[src/rtl/tpu_tile_scheduler.sv]
// rtl/tpu_tile_scheduler.sv - walks the M x N output tiles of a matmul and launches each onto the systolic array.
// Bases advance by running accumulators; the remaining-row/col counters replace any division for tile counts.
module tpu_tile_scheduler #(
  parameter int ARRAY_SIZE = 4,
  parameter int ADDR_BITS  = 12
) (
  input  logic                 clk,
  input  logic                 reset,
  input  logic                 start,
  input  logic [7:0]           cfg_k,
  input  logic [9:0]           cfg_m,
  input  logic [9:0]           cfg_n,
  input  logic                 tpu_busy,
  output logic                 tpu_in_valid,
  output logic [7:0]           tpu_k,
  output logic [7:0]           tpu_m,
  output logic [7:0]           tpu_n,
  output logic [ADDR_BITS-1:0] a_base,
  output logic [ADDR_BITS-1:0] b_base,
  output logic [ADDR_BITS-1:0] c_base,
  output logic [15:0]          tile_idx,
  output logic                 sched_busy,
  output logic                 done,
  output logic                 err
);

  localparam logic [9:0]           AS10   = 10'(ARRAY_SIZE);
  localparam logic [7:0]           AS8    = 8'(ARRAY_SIZE);
  localparam logic [ADDR_BITS-1:0] AS_ADR = ADDR_BITS'(ARRAY_SIZE);

  typedef enum logic [2:0] {IDLE, ISSUE, WAIT_ACK, WAIT_DONE, NEXT, FINISH} state_e;

  state_e               state_q, state_d;
  logic [7:0]           k_q, k_d;
  logic [9:0]           n_q, n_d;
  logic [9:0]           rem_m_q, rem_m_d;
  logic [9:0]           rem_n_q, rem_n_d;
  logic                 zero_q, zero_d;
  logic [3:0]           ack_cnt_q, ack_cnt_d;
  logic                 err_q, err_d;
  logic [7:0]           tpu_m_q, tpu_m_d;
  logic [7:0]           tpu_n_q, tpu_n_d;
  logic [ADDR_BITS-1:0] a_base_q, a_base_d;
  logic [ADDR_BITS-1:0] b_base_q, b_base_d;
  logic [ADDR_BITS-1:0] c_base_q, c_base_d;
  logic [15:0]          tile_idx_q, tile_idx_d;

  logic [9:0] rem_m_step;
  logic [9:0] rem_n_step;
  logic       last_tile;

  // rem_* hold rows/cols still to cover from the current tile onward
  assign rem_m_step = rem_m_q - AS10;
  assign rem_n_step = rem_n_q - AS10;
  assign last_tile  = (rem_m_q <= AS10) && (rem_n_q <= AS10);

  function automatic logic [7:0] clip(input logic [9:0] rem);
    return (rem > AS10) ? AS8 : rem[7:0];
  endfunction

  always_comb begin
    state_d    = state_q;
    k_d        = k_q;
    n_d        = n_q;
    rem_m_d    = rem_m_q;
    rem_n_d    = rem_n_q;
    zero_d     = zero_q;
    ack_cnt_d  = ack_cnt_q;
    err_d      = err_q;
    tpu_m_d    = tpu_m_q;
    tpu_n_d    = tpu_n_q;
    a_base_d   = a_base_q;
    b_base_d   = b_base_q;
    c_base_d   = c_base_q;
    tile_idx_d = tile_idx_q;
    unique case (state_q)
      IDLE: begin
        if (start) begin
          state_d    = ISSUE;
          err_d      = 1'b0;
          k_d        = cfg_k;
          n_d        = cfg_n;
          rem_m_d    = cfg_m;
          rem_n_d    = cfg_n;
          zero_d     = (cfg_k == 8'd0) || (cfg_m == 10'd0) || (cfg_n == 10'd0);
          tpu_m_d    = clip(cfg_m);
          tpu_n_d    = clip(cfg_n);
          a_base_d   = '0;
          b_base_d   = '0;
          c_base_d   = '0;
          tile_idx_d = '0;
        end
      end
      ISSUE: begin
        ack_cnt_d = 4'd0;
        if (zero_q) begin
          err_d   = 1'b1;
          state_d = FINISH;
        end else begin
          state_d = WAIT_ACK;
        end
      end
      WAIT_ACK: begin
        if (tpu_busy) begin
          state_d = WAIT_DONE;
        end else if (ack_cnt_q == 4'd15) begin
          err_d   = 1'b1;
          state_d = FINISH;
        end else begin
          ack_cnt_d = ack_cnt_q + 4'd1;
        end
      end
      WAIT_DONE: begin
        if (!tpu_busy) state_d = NEXT;
      end
      NEXT: begin
        if (last_tile) begin
          state_d = FINISH;
        end else begin
          state_d    = ISSUE;
          tile_idx_d = tile_idx_q + 16'd1;
          c_base_d   = c_base_q + AS_ADR;
          if (rem_n_q > AS10) begin
            rem_n_d  = rem_n_step;
            tpu_n_d  = clip(rem_n_step);
            b_base_d = b_base_q + ADDR_BITS'(k_q);
          end else begin
            // column wrap: restart j and step one row of tiles down
            rem_n_d  = n_q;
            tpu_n_d  = clip(n_q);
            b_base_d = '0;
            rem_m_d  = rem_m_step;
            tpu_m_d  = clip(rem_m_step);
            a_base_d = a_base_q + ADDR_BITS'(k_q);
          end
        end
      end
      FINISH:  state_d = IDLE;
      default: state_d = IDLE;
    endcase
  end

  always_ff @(posedge clk) begin
    if (reset) begin
      state_q    <= IDLE;
      k_q        <= '0;
      n_q        <= '0;
      rem_m_q    <= '0;
      rem_n_q    <= '0;
      zero_q     <= 1'b0;
      ack_cnt_q  <= '0;
      err_q      <= 1'b0;
      tpu_m_q    <= '0;
      tpu_n_q    <= '0;
      a_base_q   <= '0;
      b_base_q   <= '0;
      c_base_q   <= '0;
      tile_idx_q <= '0;
    end else begin
      state_q    <= state_d;
      k_q        <= k_d;
      n_q        <= n_d;
      rem_m_q    <= rem_m_d;
      rem_n_q    <= rem_n_d;
      zero_q     <= zero_d;
      ack_cnt_q  <= ack_cnt_d;
      err_q      <= err_d;
      tpu_m_q    <= tpu_m_d;
      tpu_n_q    <= tpu_n_d;
      a_base_q   <= a_base_d;
      b_base_q   <= b_base_d;
      c_base_q   <= c_base_d;
      tile_idx_q <= tile_idx_d;
    end
  end

  assign tpu_in_valid = (state_q == ISSUE) && !zero_q;
  assign done         = (state_q == FINISH);
  assign sched_busy   = (state_q != IDLE);
  assign err          = err_q;
  assign tpu_k        = k_q;
  assign tpu_m        = tpu_m_q;
  assign tpu_n        = tpu_n_q;
  assign a_base       = a_base_q;
  assign b_base       = b_base_q;
  assign c_base       = c_base_q;
  assign tile_idx     = tile_idx_q;

endmodule

[config.mk]
export PLATFORM = sky130hd
export DESIGN_NAME = tpu_tile_scheduler
export DESIGN_NICKNAME = d
export VERILOG_FILES = /design/src/rtl/tpu_tile_scheduler.sv
export SDC_FILE = /design/constraint.sdc
export NUM_CORES = 1
export LEC_CHECK = 0
export ABC_AREA = 1
export CAP_MARGIN = 30
export CELL_PAD_IN_SITES_DETAIL_PLACEMENT = 0
export CELL_PAD_IN_SITES_GLOBAL_PLACEMENT = 1
export CORE_UTILIZATION = 38
export DETAILED_ROUTE_END_ITERATION = 12
export HOLD_SLACK_MARGIN = 0.05
export PLACE_DENSITY = 0.91
export SYNTH_ARGS = -nofsm -noshare
export SYNTH_HDL_FRONTEND = slang
export SYNTH_SLANG_ARGS = --single-unit
[constraint.sdc]
create_clock -name clk -period 2.4 [get_ports clk]
set_input_delay 0.24 -clock clk [delete_from_list [all_inputs] [get_ports clk]]
set_output_delay 0.24 -clock clk [all_outputs]
set_load 0.05 [all_outputs]
-- Word-level counts from Yosys, hierarchy flattened
Index checks and enable logic that the tools add are counted.
- multiplexer cells: 48
- reductions and logical operators: 19
- $lt $le $gt $ge: 8
- add/subtract/negate cells: 7
- eq/ne operators: 15
- operators by type and width (cell ; number):
    two-way mux 8 bit ; 11
    two-way mux 12 bit ; 6
    one-hot mux 12 bit (2 select lines) ; 3
    greater-than comparator 10 x 3 -> 1 bit, second input constant ; 6
    two-way mux 10 bit ; 6
    one-hot mux 10 bit (2 select lines) ; 2
    two-way mux 16 bit ; 2
    one-hot mux 16 bit (2 select lines) ; 1
    one-hot mux 8 bit (2 select lines) ; 2
    adder 12 x 8 -> 12 bit ; 2
    <= comparator 10 x 3 -> 1 bit, second input constant ; 2
    logical NOT 10 bit ; 2
    subtractor 10 x 3 -> 10 bit, second input constant ; 2
    two-way mux 3 bit ; 6
    adder 16 x 1 -> 16 bit, second input constant ; 1
    inequality test 2 bit, second input constant ; 8
    one-hot mux 3 bit (5 select lines) ; 1
    adder 12 x 3 -> 12 bit, second input constant ; 1
    AND reduction 3 bit ; 3
    logical NOT 8 bit ; 1
    two-way mux 4 bit ; 2
    one-hot mux 4 bit (2 select lines) ; 1
    equality test 3 x 2 -> 1 bit, second input constant ; 2
    equality test 3 bit, second input constant ; 2
    15 further kinds ; 22
- word-level logic and storage cells: 111
- flip-flop bits (word level): 115

-- Logic depth before layout (Yosys ltp)
- depth after elaboration: 6
- depth in mapped cells: 13
- gate-level depth less buffers: 13

-- Worst setup path after synthesis
OpenSTA, ideal clock, no wires.
- path kind: flip-flop to flip-flop
- from: register k_q[0] (netlist: tpu_k[0])
- to: register b_base_q[10] (netlist: b_base[10])
- slack: 0.267 ns
- arrival time: 2.014 ns
- stages on the path, launching flop included: 12
- cell sequence: dfxtp_1 ha_1 inv_1 fa_1 inv_1 nand3_1 nand2_1 nand3_1 nand3_1 nand2_1 o21ai_0 a21oi_1
- word-level cells in the longest chain between the ends: 4
- RTL lines (what ; RTL line ; source):
    from (decl) ; 34 ; logic [7:0] k_q, k_d;
    from (signal assigned) ; 161 ; k_q <= k_d;
    adder 12 x 8 -> 12 bit ; 126 ; b_base_d = b_base_q + ADDR_BITS'(k_q);
    two-way mux 12 bit ; 123 ; if (rem_n_q > AS10) begin
    two-way mux 12 bit ; 117 ; if (last_tile) begin
    one-hot mux 12 bit (2 select lines) ; 76 ; unique case (state_q)
    to (signal assigned) ; 171 ; b_base_q <= b_base_d;
    to (decl) ; 44 ; logic [ADDR_BITS-1:0] b_base_q, b_base_d;
Every way passes these cells. The select of a mux whose other input is x is not followed.
A chain may end at the register's enable or synchronous reset.

-- Worst setup path in the final report
- from: register state_q[2]
- to: output done
- word-level cells in the longest chain between the ends: 1
- RTL lines (what ; RTL line ; source):
    from (decl) ; 33 ; state_e state_q, state_d;
    from (signal assigned) ; 160 ; state_q <= state_d;
    equality test 3 bit ; 178 ; assign done = (state_q == FINISH);
    to (decl) ; 23 ; output logic done,
Every way passes these cells.

==> reports/results.ini <==
[outcome]
status=completed

[clocking]
postCtsSetupBuffers=0
cts-buffers-inserted=17
clkLatencyLatePin_ns=0.42
ctsHoldBuffers=0
path_clk_slew_ns=0.05
tritoncts=done
clockRootBuffer=clkbuf_16
cts_buffer_depth=2
cts_resized=0
clock-sinks=113
cts_htree_levels=4

[floorplan]
dieArea_mm2=0.01812
top_level_ports=112
die_w_um=134.6
core_mm2=0.01724
die_y_um=134.6
rows=48
start_util_pct=38.76

[sta]
min_period_over_period_pct=92.73
hold_viol_final=0
max_slew_margin_pct=52.06
rsz0062_at_grt=no
max_freq_mhz=449.3
slew_viol_final=0
tns_ns=0
skew_ns=0.01312
fin_crit_ns=2.225
final-setup-viol-count=0
tightest_slew_ns=0.7192

[global_routing]
gr-total-overflow=0
grt_use_total_pct=21.65
grt_max_degree=60
antenna_found_initial=0
grt_pass1_wl_um=31060
grt_pass1_vias=6339

[detailed_routing]
drt-initial-drc-count=352
drcViolationCount=0
wl_per_cell_um=13.59
vias=6859
routed_wl_um=18680
dr.pass1.iters=6
viasPerCell=4.988
ant_nets=0

[synthesis]
ys_seq_area_share_pct=33.86
synth-main-ff-cell=dfxtp_1
async_reset_ff_share_pct=0
yosys-top-cells-area=dfxtp_1, nand2_1, nor2_1, a21oi_1, nand3_1
yosysMostFrequentCell=nand2_1
syn_inst=1033
synth_area_per_cell_um2=6.468
syn_area_mm2=0.006681
synth.top_cell.area_share_pct=33.86
yosys-top-cells-count=nand2_1, nor2_1, dfxtp_1
ys_ff_latch=113
yosysTopAreaCell=dfxtp_1
synth-edff-count=0
yosysWarnings=0
synth.distinct_cells=43

[layout]
n_antenna_cell=0
drive_gt1_share_pct=5.826
final_cells=1375
syn_to_final_growth_pct=27.62
final_util_pct=49.47
final_nets=1196

[setup_path]
slowest_stage=clkdlybuf4s50_1
max_stage_delay_ns=0.85
cp-start-kind=flop
path_max_fanout=6
crit_start=state_q[2]
worst_ep_required_time_ns=2.16
cp.arrival_ns=1.99
end_kind=output pin
path_cells=inv_1 > nor3_1 > clkdlybuf4s50_1
critPathKind=flop to output pin
r2r_start=rem_n_q[2]

[placement]
gp_congestion=0.8848
dp.cells=1343
portBuffers=109
dpl.hpwl_um=13660

[worst_hold_path]
min_from=reset
min_path_type=input pin to flop

[flow_run]
drv_cap=0

[pwr]
irDropWorstVdd_mv=0.6920
cellLeakagePower_uw=0.003599
p_per_area_mw_per_mm2=895.0

-- power breakdown --
group          total (µW)  switching (µW)  internal, µW
sequential           2390             259          2130
combinational        2810            1900           912
clock                2430             892          1540
total                7630            3050          4580
-- cell type report --
type	count	area [µm²]
tap	225	281.5
multi-input combinational	790	3866
clock inverter	12	116.4
clock buffer	20	446.7
sequential	113	2262
timing repair buffer	121	1191
inverter	94	362.8
fill	1755	8710
-- cell usage in the layout, fill, tap and decap left out, types with 3 or more instances in the layout --
master | synthesis | final
dfxtp_1 | 113 | 113
a21o_1 | 3 | 3
and3_1 | 3 | 3
clkbuf_16 | 0 | 17
nand3_1 | 77 | 77
o21ai_0 | 61 | 61
clkinv_2 | 0 | 8
inv_2 | 3 | 3
a21boi_0 | 5 | 5
a21oi_1 | 97 | 97
nor2_2 | 3 | 3
nor2_1 | 149 | 149
nand2_2 | 5 | 5
inv_1 | 89 | 89
nand4_1 | 15 | 15
xor2_1 | 14 | 14
or2_2 | 3 | 3
ha_1 | 25 | 25
nand2_1 | 280 | 280
clkdlybuf4s50_1 | 0 | 107
xnor2_1 | 10 | 10
nor3_1 | 9 | 9
nand3_2 | 3 | 3
nand3b_1 | 3 | 3
buf_4 | 4 | 11
o21bai_1 | 3 | 3
-- metal layers --
metal  vias to the layer above  track usage [%]  part of all wire [%]
met3                        31            4.617                   4.8
met5                         -                0                     0
met2                       186            35.29                    46
met4                         0            8.677                   2.2
li1                       3569                -                     -
met1                      3073            27.84                    47
-- worst max-delay path, delay by kind of cell, from the launching register on --
family / cells / cell delay [ns]
DFF: 1 / 0.44
and+or+nand+nor: 1 / 0.19
buffers and inverters: 2 / 0.93
-- state kept, by name, indices dropped and copies added, names as in the netlist, 4 cells and up --
signal / count
ack_cnt_q: 4
tile_idx: 16
tpu_k: 8
b_base: 12
c_base: 10
tpu_n: 8
n_q: 10
tpu_m: 8
a_base: 12
rem_n_q: 10
rem_m_q: 10
-- through the flow --
step                setup slack, ns  power, µW  cell area [µm²]  hold slack (ns)
finish                       0.1745       7632             8527           0.3620
global route                0.01558       8120             8527           0.3869
global placement             0.2495       5211             7959           0.4245
detailed placement           0.2169       5221             7959           0.4281
floorplan                    0.2669       4458             6685           0.3999
CTS                         0.03705       7672             8522           0.3458
-- cell families after synthesis --
kind of cell               Yosys count  synth area share, %
AOI/OAI and AO/OA                  181                14.44
xor gates and xnor gates            24                3.146
adders and majority gates           27                5.281
buffers and inverters              131                8.333
DFF                                113                33.86
other                                1              0.05613
and+or+nand+nor                    556                34.89
-- final timing paths --
| path | endpoint | slack [ns] | depth (start not counted) |
|---|---|---|---|
| max | done | 0.17 | 3 |
| min | b_base[10] | 0.36 | 5 |
| min reg2reg | tpu_m[4] | 0.43 | 2 |
| max reg2reg | rem_n_q[2] | 0.25 | 10 |
(Power assumes the default switching activity.)
